$ cat src/rtl/mem_port_arbiter.sv
// rtl/mem_port_arbiter.sv - fetch/data arbiter in front of a single-port synchronous block memory
//
// Ports:
//   clka, reset                 clock and synchronous active-high reset
//   if_req/if_addr              fetch read request
//   if_ack/if_rdata             fetch acknowledge pulse and returned word
//   d_req/d_we/d_addr/d_wdata   data load/store request
//   d_ack/d_rdata               data acknowledge pulse and loaded word
//   busy                        high whenever a transaction is in flight
//   mem_wea/mem_addra/mem_dina  registered drive to the memory port
//   mem_douta                   memory read data
module mem_port_arbiter #(
    parameter int ADDR_W  = 13,
    parameter int DATA_W  = 16,
    parameter int MEM_LAT = 1
) (
    input  logic              clka,
    input  logic              reset,
    input  logic              if_req,
    input  logic [ADDR_W-1:0] if_addr,
    output logic              if_ack,
    output logic [DATA_W-1:0] if_rdata,
    input  logic              d_req,
    input  logic              d_we,
    input  logic [ADDR_W-1:0] d_addr,
    input  logic [DATA_W-1:0] d_wdata,
    output logic              d_ack,
    output logic [DATA_W-1:0] d_rdata,
    output logic              busy,
    output logic              mem_wea,
    output logic [ADDR_W-1:0] mem_addra,
    output logic [DATA_W-1:0] mem_dina,
    input  logic [DATA_W-1:0] mem_douta
);

    localparam int CNT_W = 2;

    typedef enum logic [1:0] {
        S_IDLE,
        S_ISSUE,
        S_WAIT,
        S_DONE
    } state_t;

    state_t             r_state;
    logic               r_last_d;   // 1 = data port won the last grant
    logic               r_gnt_d;    // 1 = current transaction belongs to the data port
    logic               r_store;
    logic [CNT_W-1:0]   r_lat_cnt;

    logic w_any_req;
    logic w_pick_d;

    assign w_any_req = if_req | d_req;
    // Data wins alone, or on a tie when fetch was the last port served.
    assign w_pick_d  = d_req & (~if_req | ~r_last_d);

    assign busy = (r_state != S_IDLE);

    always_ff @(posedge clka) begin
        if (reset) begin
            r_state   <= S_IDLE;
            r_last_d  <= 1'b0;
            r_gnt_d   <= 1'b0;
            r_store   <= 1'b0;
            r_lat_cnt <= '0;
            mem_wea   <= 1'b0;
            mem_addra <= '0;
            mem_dina  <= '0;
            if_ack    <= 1'b0;
            d_ack     <= 1'b0;
            if_rdata  <= '0;
            d_rdata   <= '0;
        end else begin
            if_ack <= 1'b0;
            d_ack  <= 1'b0;
            case (r_state)
                S_IDLE: begin
                    if (w_any_req) begin
                        r_gnt_d   <= w_pick_d;
                        r_last_d  <= w_pick_d;
                        r_store   <= w_pick_d & d_we;
                        mem_wea   <= w_pick_d & d_we;
                        mem_addra <= w_pick_d ? d_addr : if_addr;
                        // Fetches carry no write data, so dina keeps its last value.
                        if (w_pick_d) begin
                            mem_dina <= d_wdata;
                        end
                        r_state <= S_ISSUE;
                    end
                end
                S_ISSUE: begin
                    mem_wea <= 1'b0;
                    if (r_store) begin
                        d_ack   <= 1'b1;
                        r_state <= S_DONE;
                    end else begin
                        r_lat_cnt <= CNT_W'(MEM_LAT - 1);
                        r_state   <= S_WAIT;
                    end
                end
                S_WAIT: begin
                    if (r_lat_cnt == '0) begin
                        if (r_gnt_d) begin
                            d_rdata <= mem_douta;
                            d_ack   <= 1'b1;
                        end else begin
                            if_rdata <= mem_douta;
                            if_ack   <= 1'b1;
                        end
                        r_state <= S_DONE;
                    end else begin
                        r_lat_cnt <= r_lat_cnt - 1'b1;
                    end
                end
                S_DONE: begin
                    r_state <= S_IDLE;
                end
                default: begin
                    r_state <= S_IDLE;
                end
            endcase
        end
    end

endmodule
$ cat config.mk
export PLATFORM = sky130hd
export DESIGN_NAME = mem_port_arbiter
export DESIGN_NICKNAME = d
export VERILOG_FILES = /design/src/rtl/mem_port_arbiter.sv
export SDC_FILE = /design/constraint.sdc
export NUM_CORES = 1
export LEC_CHECK = 0
export CORE_MARGIN = 1
export CORE_UTILIZATION = 24
export CTS_BUF_LIST = sky130_fd_sc_hd__clkbuf_16
export CTS_CLUSTER_DIAMETER = 200
export DETAILED_ROUTE_END_ITERATION = 6
export GPL_ROUTABILITY_DRIVEN = 0
export MAX_ROUTING_LAYER = met4
export PLACE_DENSITY = 0.5
export SLEW_MARGIN = 20
export SYNTH_ARGS = -nofsm -noshare
export SYNTH_HDL_FRONTEND = slang
export SYNTH_SLANG_ARGS = --single-unit
$ cat constraint.sdc
create_clock -name clka -period 1.9 [get_ports clka]
set_input_delay 0.19 -clock clka [delete_from_list [all_inputs] [get_ports clka]]
set_output_delay 0.19 -clock clka [all_outputs]
set_load 0.05 [all_outputs]
==> Word-level counts from Yosys, hierarchy flattened <==
Index checks and enable logic that the tools add are counted.
{ "word_totals": {"regBits": 70, "inputBits": 63, "out_inout_bits": 65} }
{ "op_classes": {"addsub": 1, "eq_ne": 7, "n_mux": 15, "n_bitwise": 8, "n_reduce_logical": 13} }
{ "op_table": {"columns": ["operator", "count"], "rows": [
  ["13-bit two-way mux", 1],
  ["3-bit AND reduction", 4],
  ["2-bit two-way mux", 4],
  ["2-bit != test, second input constant", 4],
  ["2-bit case mux with 4 select lines", 1],
  ["1-bit two-way mux", 6],
  ["2-bit AND reduction", 3],
  ["2-bit nonzero test", 3],
  ["2-bit equality test, second input constant", 2],
  ["2-bit logical NOT", 2],
  ["1-bit NOT", 4],
  ["1-bit case mux with 2 select lines", 2],
  ["2-bit case mux with 2 select lines", 1],
  ["3-bit OR reduction", 1],
  ["1-bit bitwise AND", 2],
  ["2-bit by 1-bit equality test with 1-bit output, second input constant", 1],
  ["1-bit OR", 2],
  ["2-bit by 1-bit subtractor with 2-bit output, second input constant", 1]
]} }

==> Longest topological paths before layout <==
{ "logic_depth": {"ltp_word": 6, "depth_mapped": 7, "mapped_depth_nobuf": 5} }

==> Least setup slack after synthesis <==
Ideal clock, no wire load.
{ "synth_timing": {"path_kind": "reg-to-reg", "from": "reg r_state[0]", "to": "reg mem_dina[0]", "setup_time_ps": 71, "t_arrival_ps": 1764, "required_ps": 1829, "slack_ps": 65, "path_stages_with_launch": 8, "synth_period_minus_slack_ps": 1835, "cell_sequence": "dfxtp_1 > inv_1 > ha_1 > buf_6 > inv_1 > clkbuf_1 > o21ai_0 > a21oi_1"} }
{ "synth_via": {"elab_chain_cells": 2} }
{ "synth_rtl": {"columns": ["item", "line", "text"], "rows": [
  ["start, declared", "45", "state_t r_state;"],
  ["start signal, assigned", "62", "r_state <= S_IDLE;"],
  ["start signal, assigned", "89", "r_state <= S_ISSUE;"],
  ["start signal, assigned", "96", "r_state <= S_DONE;"],
  ["2-bit logical NOT", "77", "case (r_state)"],
  ["3-bit AND reduction (no line)", null, null],
  ["end signal, assigned", "87", "mem_dina <= d_wdata;"],
  ["end, declared", "32", "output logic [DATA_W-1:0] mem_dina,"]
]} }
No other way between the ends.
A chain may end at the register's enable or synchronous reset.

==> Worst setup path in the final report <==
{ "layout_timing": {"from": "reg r_state[0]", "to": "reg r_state[0]"} }
{ "layout_via": {"elab_chain_cells": 3, "word_cells_on_any_way": 8, "classes_between": "eq/ne: 5; mux: 1; reduce/logical: 2"} }
{ "layout_rtl": {"columns": ["item", "line"], "rows": [
  ["2-bit equality test or 2-bit logical NOT (tied branches)", "77"],
  ["2-bit != test (no line)", null],
  ["2-bit AND reduction (no line)", null]
]} }
Several ways; a longest one is shown, not always the timed one.

==> impl_metrics.py <==
metrics = {
    "outcome": {
        "outcome": "finished, final reports clean",
    },
    "timing": {
        "fin_skew_ns": 0.005757,
        "slew_headroom_pct": 58.57,
        "finalSetupViolCount": 0,
        "rsz0062_at_grt": "false",
        "period_needed_ns": 1.722,
        "worst_slack_ns": 0.1782,
        "drv_slew": 0,
        "fin_setup_tns_ns": 0,
        "fmax_ghz": 0.5808,
        "min_period_over_period_pct": 90.62,
        "hold_violations": 0,
        "worst_pin_slew_ns": 0.6214,
    },
    "yosys": {
        "synth-seq-area-share_pct": 50.86,
        "yosysMostFrequentCell": "nand2_1",
        "synthFlopType": "dfxtp_1",
        "yosysTopAreaCellShare_pct": 50.86,
        "synth.largest_area_cell": "dfxtp_1",
        "async_reset_ff_share_pct": 0,
        "synth_xor_area_share_pct": 0,
        "synth-edff-count": 0,
        "ys_seq_elements": 70,
        "yosys_warnings": 0,
        "netlist_area_um2": 2755,
        "synthAdderAreaFrac_pct": 1.817,
        "syn_inst": 338,
        "avgSynthCellArea_um2": 8.151,
        "synth_mux_area_share_pct": 0,
        "synthesis.nets": 405,
        "ys_top_cells_by_count": "nand2_1, dfxtp_1, a21oi_1",
        "yosysUniqueCellTypes": 35,
        "synth.area.top_cells": "dfxtp_1, a21oi_1, nand2_1",
        "synth-simple-area-share_pct": 19.48,
        "synth_compound_area_share_pct": 22.16,
        "synth_top_family_by_area": "compound AO/OA/AOI/OAI gates",
    },
    "placement": {
        "hpwl_mm": 5.885,
        "dp_slack_ns": 0.2340,
        "portBuffers": 127,
    },
    "route": {
        "dr.pass1.iters": 4,
        "postRouteAntennaNets": 0,
        "via_per_inst": 4.578,
        "wl_per_cell_um": 13.89,
        "via_count": 2779,
        "post-route-drc-count": 0,
        "postRouteWirelength_mm": 8.432,
        "drt_iter0_drc": 120,
    },
    "global_routing": {
        "grt_usage_pct": 15.13,
        "grt_max_degree": 30,
        "grt_pass1_vias": 2736,
        "antenna_found_initial": 0,
        "grt_pass1_wl_mm": 13.45,
        "overflow": 0,
    },
    "finish": {
        "nets": 529,
        "final_core_util_pct": 40.96,
        "num_antenna_cells": 0,
        "area_growth_syn_to_layout_pct": 63.99,
        "drive_gt1_share_pct": 7.709,
    },
    "die": {
        "die-area_um2": 11910,
        "initial_core_util_pct": 24.98,
        "row_count": 38,
        "die_w_um": 109.1,
        "io_pins": 128,
        "die_y_um": 109.1,
        "core_um2": 11030,
    },
    "clocking": {
        "cts_tree": "done",
        "ctsHoldBuffers": 0,
        "numClockSinks": 70,
        "clock_latency_ns": 0.33,
        "numCtsBuffers": 9,
        "cts-htree-levels": 3,
        "clk_path_buf_depth": 2,
        "path_clk_slew_ns": 0.06,
        "cts_root_buffer": "clkbuf_16",
    },
    "critical_path": {
        "critPathKind": "reg2reg",
        "cp-start-kind": "flip-flop",
        "cp_top_family": "simple AND/OR/NAND/NOR gates",
        "timing.critical_path.buf_inv": 1,
        "arrival_ns": 1.97,
        "critPathMaxStageDelay_ns": 0.49,
        "slowest_stage": "or4_1",
        "path_max_fanout": 8,
        "critPathCaptureType": "flip-flop",
        "worstPathRequired_ns": 2.15,
        "crit_path_cell_trace": "inv_1 -> ha_1 -> nor3b_1 -> or4_1 -> a21oi_1",
    },
    "min_path": {
        "hp-class": "in2reg",
    },
    "power": {
        "power_density_nw_per_um2": 1538,
        "power.leakage_nw": 1.607,
        "vdd_drop_max_v": 0.0005348,
    },
    "job": {
        "cap_violations": 0,
    },
}
[worst reg2reg max path: cells and delay by family, from the launching register on]
family / cells / cell delay (ns)
and+or+nand+nor: 2 / 0.71
DFF: 1 / 0.37
adders and majority gates: 1 / 0.32
AOI/OAI and AO/OA: 1 / 0.16
buffers and inverters: 1 / 0.08
[stage by stage]
| stage | power (mW) | instance area [um2] | hold slack [ns] | std cells |
|---|---|---|---|---|
| final | 6.949 | 4518 | 0.2740 | 607 |
| after global routing | 7.349 | 4518 | 0.3044 | 607 |
| after CTS | 7.040 | 4518 | 0.2663 | 607 |
| after detailed placement | 5.096 | 4177 | 0.4395 | 590 |
| after global placement | 5.078 | 4177 | 0.4358 | 590 |
| after floorplan | 4.014 | 2755 | 0.3260 | 338 |
[final timing paths]
kind,from,end,slack (ns),cells past startpoint
worst max-delay path,r_state[0],r_state[0],0.18,5
worst min-delay path,reset,r_store,0.27,2
worst max register to register,r_state[0],r_state[0],0.18,5
worst min register to register,r_lat_cnt[0],r_lat_cnt[0],0.45,1
[power breakdown]
part	switching, mW	total, mW	internal (mW)
logic	2.03	3.15	1.12
registers	0.175	1.95	1.77
clock network	0.683	1.85	1.17
[cell families after synthesis]
logic type | Yosys count
buffers and inverters | 31
flip-flops | 70
adder cells (fa/ha/maj) | 4
AO/OA/AOI/OAI | 106
AND/OR/NAND/NOR | 127
[cell usage in the layout, fill, tap and decap left out, types with 2 or more instances in the layout]
cell	netlist	routed
a211oi_1	13	13
a21oi_1	64	64
and3_1	2	2
buf_12	0	3
buf_4	3	10
bufinv_16	0	2
clkbuf_16	0	9
clkdlybuf4s50_1	0	125
clkinvlp_4	0	2
dfxtp_1	70	70
ha_1	4	4
inv_1	5	4
inv_6	0	2
nand2_1	79	79
nand3_1	18	18
nor2_1	19	19
o21ai_0	18	18
o31ai_1	2	2
[routing by layer]
layer	up-vias	routed length [um]	GRT usage [%]	share of wire (%)
met5	-	0	-	0
met4	0	90	4.923	1.1
met3	7	625	4.304	7.4
met2	109	3830	24.71	45
met1	1260	3886	17.81	46
li1	1403	-	-	-
[state kept, by name, summed over array words and instances, names as in the netlist]
register and cells:
r_gnt_d 1, d_ack 1, r_state 2, d_rdata 16, mem_dina 16, r_store 1
if_rdata 16, r_lat_cnt 2, mem_addra 13, if_ack 1, mem_wea 1
[repair_timing]
item,in CTS,in global routing
resized for setup,1,0
endpoints found under the setup margin,1,0
buffers inserted,1,0
[layout make-up]
type | instances | area [um2]
Timing Repair Buffer | 139 | 1391
Clock buffer | 9 | 225.2
Sequential cell | 70 | 1401
Inverter | 5 | 22.52
Multi-Input combinational cell | 237 | 1197
Tap cell | 140 | 175.2
Fill cell | 1135 | 6513
Clock inverter | 7 | 105.1
(Power assumes the default switching activity.)
